$ cat config.mk
export PLATFORM = sky130hd
export DESIGN_NAME = fc_layer_engine
export DESIGN_NICKNAME = d
export VERILOG_FILES = /design/src/rtl/fc_layer_engine.sv
export SDC_FILE = /design/constraint.sdc
export NUM_CORES = 2
export LEC_CHECK = 0
export CAP_MARGIN = 10
export CORE_AREA = 2 2 221 223
export DETAILED_ROUTE_END_ITERATION = 10
export DIE_AREA = 0 0 223 225
export PLACE_DENSITY = 0.9
export SETUP_SLACK_MARGIN = 0.02
export SYNTH_ARGS = -nofsm -noshare
export SYNTH_HDL_FRONTEND = slang
export SYNTH_SLANG_ARGS = --single-unit
export TNS_END_PERCENT = 20
$ cat constraint.sdc
create_clock -name clk -period 10.7 [get_ports clk]
set_input_delay 3.21 -clock clk [delete_from_list [all_inputs] [get_ports clk]]
set_output_delay 3.21 -clock clk [all_outputs]
set_load 0.02 [all_outputs]
$ cat src/rtl/fc_layer_engine.sv
// fc_layer_engine: one fully-connected layer (y = W*x + b) computed neuron by neuron over a single-port memory.
// Define FC_RELU_EN to clamp each neuron result at zero before write-back and argmax.
module fc_layer_engine #(
    parameter int FRAC_BITS = 8
) (
    input  logic        clk,
    input  logic        reset,
    input  logic        start,
    input  logic [7:0]  num_inputs,
    input  logic [7:0]  num_outputs,
    input  logic [15:0] act_base,
    input  logic [15:0] wt_base,
    input  logic [15:0] bias_base,
    input  logic [15:0] out_base,
    output logic        rd_en,
    output logic [15:0] rd_addr,
    input  logic [15:0] rd_data,
    output logic        wr_en,
    output logic [15:0] wr_addr,
    output logic [15:0] wr_data,
    output logic        busy,
    output logic        done,
    output logic        cfg_err,
    output logic [7:0]  max_index
);

    typedef enum logic [2:0] {
        IDLE, BIAS_RD, BIAS_CAP, ACT_RD, WT_RD, MAC, WRITE, FIN
    } state_t;

    state_t             state_q;
    logic [7:0]         n_q, m_q, i_q, j_q;
    logic [15:0]        act_base_q, wt_base_q, bias_base_q, out_base_q;
    logic [15:0]        wt_row_q;      // j*N modulo 2^16, advanced once per neuron
    logic signed [15:0] act_q;
    logic signed [39:0] acc_q;
    logic signed [15:0] max_val_q;
    logic [7:0]         max_idx_q;

    logic               rd_en_q, wr_en_q, busy_q, done_q, cfg_err_q;
    logic [15:0]        rd_addr_q, wr_addr_q, wr_data_q;
    logic [7:0]         max_index_q;

    logic signed [31:0] prod_d;
    logic signed [39:0] acc_d, bias_acc_d, shifted_d;
    logic signed [15:0] result_d, max_val_d;
    logic [7:0]         max_idx_d;
    logic               new_max_d, i_last_d, j_last_d;

    always_comb begin
        // NOTE: every branch of result_d is covered below; a missing else here would infer a latch.
        prod_d     = $signed({{16{act_q[15]}}, act_q}) * $signed({{16{rd_data[15]}}, rd_data});
        acc_d      = acc_q + $signed({{8{prod_d[31]}}, prod_d});
        bias_acc_d = $signed({{24{rd_data[15]}}, rd_data}) <<< FRAC_BITS;
        shifted_d  = acc_d >>> FRAC_BITS;
        if (shifted_d > 40'sd32767) begin
            result_d = 16'sh7FFF;
        end else if (shifted_d < -40'sd32768) begin
            result_d = 16'sh8000;
        end else begin
            result_d = shifted_d[15:0];
        end
`ifdef FC_RELU_EN
        if (result_d < 16'sd0) begin
            result_d = 16'sd0;
        end
`endif
        // Running argmax evaluated on the value being written; ties keep the earlier neuron.
        new_max_d = (j_q == 8'd0) || ($signed(wr_data_q) > max_val_q);
        max_val_d = new_max_d ? $signed(wr_data_q) : max_val_q;
        max_idx_d = new_max_d ? j_q : max_idx_q;
        i_last_d  = (i_q == n_q - 8'd1);
        j_last_d  = (j_q == m_q - 8'd1);
    end

    // NOTE: all state updates use non-blocking assignments so every register sees pre-edge values.
    always_ff @(posedge clk) begin
        if (reset) begin
            state_q     <= IDLE;
            n_q         <= '0;
            m_q         <= '0;
            i_q         <= '0;
            j_q         <= '0;
            act_base_q  <= '0;
            wt_base_q   <= '0;
            bias_base_q <= '0;
            out_base_q  <= '0;
            wt_row_q    <= '0;
            act_q       <= '0;
            acc_q       <= '0;
            max_val_q   <= '0;
            max_idx_q   <= '0;
            rd_en_q     <= 1'b0;
            rd_addr_q   <= '0;
            wr_en_q     <= 1'b0;
            wr_addr_q   <= '0;
            wr_data_q   <= '0;
            busy_q      <= 1'b0;
            done_q      <= 1'b0;
            cfg_err_q   <= 1'b0;
            max_index_q <= '0;
        end else begin
            done_q    <= 1'b0;
            cfg_err_q <= 1'b0;
            case (state_q)
                IDLE: begin
                    if (start) begin
                        busy_q <= 1'b1;
                        if (num_inputs == 8'd0 || num_outputs == 8'd0) begin
                            done_q    <= 1'b1;
                            cfg_err_q <= 1'b1;
                            state_q   <= FIN;
                        end else begin
                            n_q         <= num_inputs;
                            m_q         <= num_outputs;
                            act_base_q  <= act_base;
                            wt_base_q   <= wt_base;
                            bias_base_q <= bias_base;
                            out_base_q  <= out_base;
                            i_q         <= '0;
                            j_q         <= '0;
                            wt_row_q    <= '0;
                            rd_en_q     <= 1'b1;
                            rd_addr_q   <= bias_base;
                            state_q     <= BIAS_RD;
                        end
                    end
                end
                BIAS_RD: begin
                    rd_en_q <= 1'b0;
                    state_q <= BIAS_CAP;
                end
                BIAS_CAP: begin
                    acc_q     <= bias_acc_d;
                    rd_en_q   <= 1'b1;
                    rd_addr_q <= act_base_q + {8'd0, i_q};
                    state_q   <= ACT_RD;
                end
                ACT_RD: begin
                    rd_addr_q <= wt_base_q + wt_row_q + {8'd0, i_q};
                    state_q   <= WT_RD;
                end
                WT_RD: begin
                    act_q   <= rd_data;
                    rd_en_q <= 1'b0;
                    state_q <= MAC;
                end
                MAC: begin
                    acc_q <= acc_d;
                    if (i_last_d) begin
                        wr_en_q   <= 1'b1;
                        wr_addr_q <= out_base_q + {8'd0, j_q};
                        wr_data_q <= result_d;
                        state_q   <= WRITE;
                    end else begin
                        i_q       <= i_q + 8'd1;
                        rd_en_q   <= 1'b1;
                        rd_addr_q <= act_base_q + {8'd0, i_q + 8'd1};
                        state_q   <= ACT_RD;
                    end
                end
                WRITE: begin
                    wr_en_q   <= 1'b0;
                    max_val_q <= max_val_d;
                    max_idx_q <= max_idx_d;
                    if (j_last_d) begin
                        done_q      <= 1'b1;
                        max_index_q <= max_idx_d;
                        state_q     <= FIN;
                    end else begin
                        j_q       <= j_q + 8'd1;
                        i_q       <= '0;
                        wt_row_q  <= wt_row_q + {8'd0, n_q};
                        rd_en_q   <= 1'b1;
                        rd_addr_q <= bias_base_q + {8'd0, j_q + 8'd1};
                        state_q   <= BIAS_RD;
                    end
                end
                FIN: begin
                    busy_q  <= 1'b0;
                    state_q <= IDLE;
                end
                default: state_q <= IDLE;
            endcase
        end
    end

    assign rd_en     = rd_en_q;
    assign rd_addr   = rd_addr_q;
    assign wr_en     = wr_en_q;
    assign wr_addr   = wr_addr_q;
    assign wr_data   = wr_data_q;
    assign busy      = busy_q;
    assign done      = done_q;
    assign cfg_err   = cfg_err_q;
    assign max_index = max_index_q;

endmodule

# Word-level counts from Yosys, hierarchy flattened
# Index checks and enable logic that the tools add are counted.
# op_classes
addsub	12
multipliers	1
order_cmp	3
eq_ne	14
muxes	38
bitwise	2
reduce_logical	25
# op_table
cell	n
$mux 16	9
$add 16x8->16	6
$pmux 16 s5	1
$pmux 40 s2	1
$mux 8	6
$add 40x32->40	1
$gt 32x16->1 const B	1
$lt 32x16->1 const B	1
$mul 16x16->32	1
$pmux 16 s2	1
$logic_not 8->1	3
$pmux 3 s8	1
$pmux 8 s3	1
$add 16x16->16	1
$add 8x1->8 const B	2
$eq 8x8->1	2
$gt 16x16->1	1
$pmux 8 s2	1
$sub 8x1->8 const B	2
$reduce_and 5->1	3
$eq 3x3->1 const B	4
$mux 3	4
$ne 2x2->1 const B	5
$reduce_and 2->1	5
14 further kinds	32
# word_totals
regBits	256
output_inout_bits	61
word_cells	118

# Longest topological paths before layout
# depth
ltp_word	5
mapped_depth	29

# Least setup slack after synthesis
# No wires, ideal clock.
# synth_path
kind	input -> register
from	in rd_data[12]
to	reg wr_data_q[10] (netlist: wr_data[10])
arrival_time_ps	10096
setup_slack_ps	458
stages	26
path_buffers	5
cell_sequence	clkbuf_1 -> clkbuf_1 -> nand2_1 -> fa_1 -> inv_1 -> fa_1 -> fa_1 -> fa_1 -> fa_1 -> inv_1 -> fa_1 -> inv_1 -> ha_1 -> buf_6 -> a211oi_2 -> o21ai_1 -> a221oi_2 -> a21boi_2 -> a2111oi_4 -> nor3_2 -> o211a_1 -> or3_1 -> buf_2 -> o41ai_4 -> buf_6 -> a211oi_2
# synth_via
elab_chain_len	5
word_cells_on_any_way	6
cone_classes	add/sub: 1; mul: 1; order compare: 2; mux: 2
# synth_rtl
element	line	rtl
from (decl)	17	input logic [15:0] rd_data,
$mul 16x16->32 *	52	prod_d = $signed({{16{act_q[15]}}, act_q}) * $signed({{16{rd_data[15]}}, rd_data});
$add 40x32->40 *	53	acc_d = acc_q + $signed({{8{prod_d[31]}}, prod_d});
$lt 32x16->1	58	end else if (shifted_d < -40'sd32768) begin
$mux 16	58	
$mux 16 *	56	if (shifted_d > 40'sd32767) begin
to (signal assigned)	153	wr_data_q <= result_d;
to (decl)	41	logic [15:0] rd_addr_q, wr_addr_q, wr_data_q;
# Every way passes the cells marked *; elsewhere a longest branch is shown, timed or not.
# A chain may end at the register's enable or synchronous reset.

# Worst setup path in the final report
# layout_path
from	in rd_data[4]
to	reg wr_data_q[2] (netlist: wr_data[2])
# Same word-level chain as after synthesis.

==> summary by stage <==
Status
The flow ran to the end, and the final reports show no timing, DRC or antenna violations.

Placed design
The routability congestion estimate is 0.9476. In this run, placement finished with an instance count of approximately 3800. Timing analysis after detailed placement gives a worst setup slack of -172.9 ps.

The half-perimeter wire length after detailed placement is 54910 um. During placement, the flow inserted port buffers numbering around 160.

Timing
Setup repair after global routing left no endpoint under its margin. The relative slew slack is between 20% and 30%. In the post-route analysis, the smallest setup slack over all paths is about 290 ps. The count of pins over their slew limit was 0. The post-route clock skew is between 30 and 40 ps. After layout, the worst path uses 97.29% of the clock period. The final count of hold timing violations is 0.

The setup-violating endpoint count in the final report is 0. The final hold slack is between 400 and 500 ps. The total negative slack is 0 ps. The slew at the pin closest to its max-slew limit is ~1100 ps. The final period demand of the worst path is 10410 ps. The highest clock rate is 96.06 MHz.

Die
160 I/O pins were placed. The die footprint is about 0.050 mm2. The starting density of the core is between 50 and 60%. The horizontal extent of the die is 223 um.

The core region is 0.04755 mm2. The die outline height is between 200 and 250 um. Row generation in the floorplan step produced 80 rows.

Synth
Of all cell types, the one taking the most synthesized area is sky130_fd_sc_hd__fa_1. The number of distinct library cell variants in the gate-level netlist after synthesis is 80. Yosys attributes the largest share of cell area to sky130_fd_sc_hd__fa_1 26%, sky130_fd_sc_hd__dfxtp_1 19%, sky130_fd_sc_hd__ha_1 9.0%. Of the post-synthesis cell area, the dominant cell type holds 25.90%.

For this run, the leading register cell type out of synthesis is sky130_fd_sc_hd__dfxtp_1. sky130_fd_sc_hd__inv_1 is the most common cell in the netlist. By count the netlist is led by 485 x sky130_fd_sc_hd__inv_1, 459 x sky130_fd_sc_hd__nand2_1, 343 x sky130_fd_sc_hd__fa_1.

The synthesized design contains ~260 register bits. The count of synthesis-stage warnings from yosys is 0. The fraction of registers with async set/reset is 0%. Yosys mapped a number of flops with a built-in enable equal to 0. A synthesized cell averages between 8 and 9 um2. The cell area after technology mapping is approximately 0.027 mm2. The post-synthesis instance total is 3127. Of the synthesized area, sequential elements account for between 10% and 20%.

The synthesized netlist net count is 3759.

Power and ir drop
For this design the static power due to leakage is approximately 0.014 uW. The worst IR drop on VDD is 0.0001295 V. The power per unit of standard cell area is 114.3 mW/mm2.

Setup path
The critical path starts at rd_data[4]. The setup check on the worst reg-to-reg path leaves a slack of roughly 2500 ps. The required arrival time at the worst endpoint is 11080 ps. The startpoint identified for the worst register-to-register timing path is act_q[15]. The peak fanout along the critical path is 15. The timing endpoint of the critical path is wr_data[2]. At the worst endpoint, the arrival time is ~11000 ps. The element type at the critical path end is a flop. The number of cells on the worst reg-to-reg path is 26. The destination of the worst register-to-register timing path is wr_data[2]. The category of the worst setup path launch point is an input port. The worst setup path is of the in2reg kind.

Layout
The filler cells instantiated in the layout total about 3600. Summing all flip-flop and latch instances after layout gives roughly 0.0051 mm2. The number of standard cells in the final layout excluding fillers is between 3000 and 4000.

At the end of the flow, the number of nets in the layout was ~3900. 0 antenna diodes ended up in the layout. The share of layout cells above drive strength 1 is under 10%.

Compared with the post-synthesis result, the final layout area differs by 13.70%. In the final layout, the multi-input gates occupy between 0.015 and 0.02 mm2.

Clocking
Clock tree synthesis inserted a total of 27 buffers. The clock-pin slew on the worst setup and hold paths is around 60 ps. At the later pin of the worst-skew pair, clock insertion delay measures 560 ps.

TritonCTS built the clock tree. The clock net sink count is between 200 and 300. In this run the deepest clock path goes through 3 buffers. The maximum level of the CTS H-tree is 1. The count of hold-fix buffers inserted at cts is 0. The tree is rooted in a sky130_fd_sc_hd__clkbuf_16.

Detailed routing
The per-cell routed wire length is approximately 19 um. The final layout contains routed wiring with a total length of a little over 70000 um. For this block, the initial DRC count from the detailed router was 2122. The number of nets with antenna violations after routing is 0. The number of iterations in the first detailed-routing pass is 6. Across all layers, the routed design uses around 23000 vias. The post-route DRC violation count is 0.

The vias per cell is approximately 5.9.

Global routing
The global-route wire length before repair is ~120000 um. Global routing finished with a remaining overflow of 0. Entering global routing, the biggest net connects 98 pins. The via count of the first global-routing pass is about 24000. Global routing used between 20% and 30% of the available tracks across all layers. The number of antenna violations at the first check in global routing is 1.

Run
Across the run, the number of max-cap violations was 0.

Hold path
The path type of the worst min-delay path is reg2reg.
==> per-layer routing <==
metal | GRT usage, % | part of all wire, % | vias to the layer above
met4 | 12.75 | 5.0 | 0
met1 | 36.53 | 38 | 11029
met3 | 3.898 | 7.7 | 276
met5 | 0 | 0 | -
li1 | - | - | 10398
met2 | 51.59 | 49 | 1158
==> worst max-delay path, cell delays in order <==
cell,delay [ps]
sky130_fd_sc_hd__clkdlybuf4s50_1,530
sky130_fd_sc_hd__nand2_1,150
sky130_fd_sc_hd__fa_1,640
sky130_fd_sc_hd__inv_1,60
sky130_fd_sc_hd__fa_1,550
sky130_fd_sc_hd__clkinvlp_4,230
sky130_fd_sc_hd__buf_4,200
sky130_fd_sc_hd__fa_1,470
sky130_fd_sc_hd__inv_1,50
sky130_fd_sc_hd__fa_1,460
sky130_fd_sc_hd__fa_1,540
sky130_fd_sc_hd__inv_1,60
sky130_fd_sc_hd__fa_1,540
sky130_fd_sc_hd__inv_1,40
sky130_fd_sc_hd__ha_1,330
sky130_fd_sc_hd__o21ai_1,210
sky130_fd_sc_hd__o21ai_1,110
sky130_fd_sc_hd__a221oi_2,360
sky130_fd_sc_hd__or3b_1,380
sky130_fd_sc_hd__a21bo_1,200
sky130_fd_sc_hd__o31a_1,120
sky130_fd_sc_hd__nor4b_1,220
sky130_fd_sc_hd__nor4bb_1,340
sky130_fd_sc_hd__nand4b_1,200
sky130_fd_sc_hd__o41ai_4,320
sky130_fd_sc_hd__buf_12,200
sky130_fd_sc_hd__a211oi_1,80
==> worst min-delay path by stage <==
| stage | from | cells after the start | to |
|---|---|---|---|
| 2_1_floorplan | max_val_q[10] | 2 | max_val_q[10] |
| 3_3_place_gp | max_val_q[15] | 2 | max_val_q[15] |
| 3_5_place_dp | act_base_q[12] | 2 | act_base_q[12] |
| 4_1_cts | act_base_q[12] | 2 | act_base_q[12] |
| 5_1_grt | max_val_q[15] | 2 | max_val_q[15] |
| 6_report | act_base_q[12] | 2 | act_base_q[12] |
==> timing repair <==
action,CTS,global route
setup buffers,0,2
gates resized for setup,0,2
setup endpoints to repair,0,14
==> power breakdown <==
group | total (uW) | switching, uW | internal, uW | leakage, uW
clock network | 1030 | 406 | 624 | 0.000475
registers | 1060 | 55.8 | 1000 | 0.00208
logic | 1360 | 802 | 557 | 0.0112
total | 3450 | 1260 | 2180 | 0.0137
==> area by class of cell <==
type                    count  share of cell area, %
inverters                 487                  6.077
flip-flops and latches    256                  17.00
multi-input cells        2231                  63.02
clock inverters            12                 0.6351
clock buffers              37                  2.565
repair buffers            262                  8.148
well taps                 615                  2.553
==> cell families after synthesis <==
group	share of synthesized area, %
muxes	1.524
adders and majority gates	34.87
xor gates and xnor gates	4.130
buffers and inverters	9.156
DFF	19.33
AOI/OAI and AO/OA	13.66
and+or+nand+nor	17.33
==> through the flow <==
stage / cell area (um2) / total power (uW) / util (%)
after floorplan: 26510 / 1939 / -
after global placement: 29160 / 2361 / 61.33
after detailed placement: 29160 / 2396 / 61.33
after CTS: 30120 / 3428 / 63.36
after global routing: 30140 / 3633 / 63.40
final: 30140 / 3446 / 63.40
==> sequential cells by signal, summed over array words and instances, names as in the netlist, 16 cells and up <==
name and flops:
act_base_q 16, bias_base_q 16, out_base_q 16, acc_q 40, wt_row_q 16, wr_addr 16, act_q 16, rd_addr 16
wt_base_q 16, max_val_q 16, wr_data 16
==> layout by cell type, fill, tap and decap left out, drive strengths merged, types with 9 or more instances in the layout <==
master           n
a211oi          47
a21o            24
a21oi          212
a221oi          23
a22oi           33
a31oi           20
and2           137
and3            24
buf            104
clkbuf          37
clkdlybuf4s50  157
dfxtp          256
fa             343
ha             190
inv            485
mux2i           37
nand2          459
nand2b          17
nand3           46
nand3b          13
nand4           15
nor2           172
nor2b           15
nor3            40
nor3b           11
nor4            10
o211ai          12
o21a             9
o21ai           72
o21bai          15
o311ai           9
or3              9
xnor2           78
xor2            47
No activity file was read; power rests on OpenSTA's default activity.
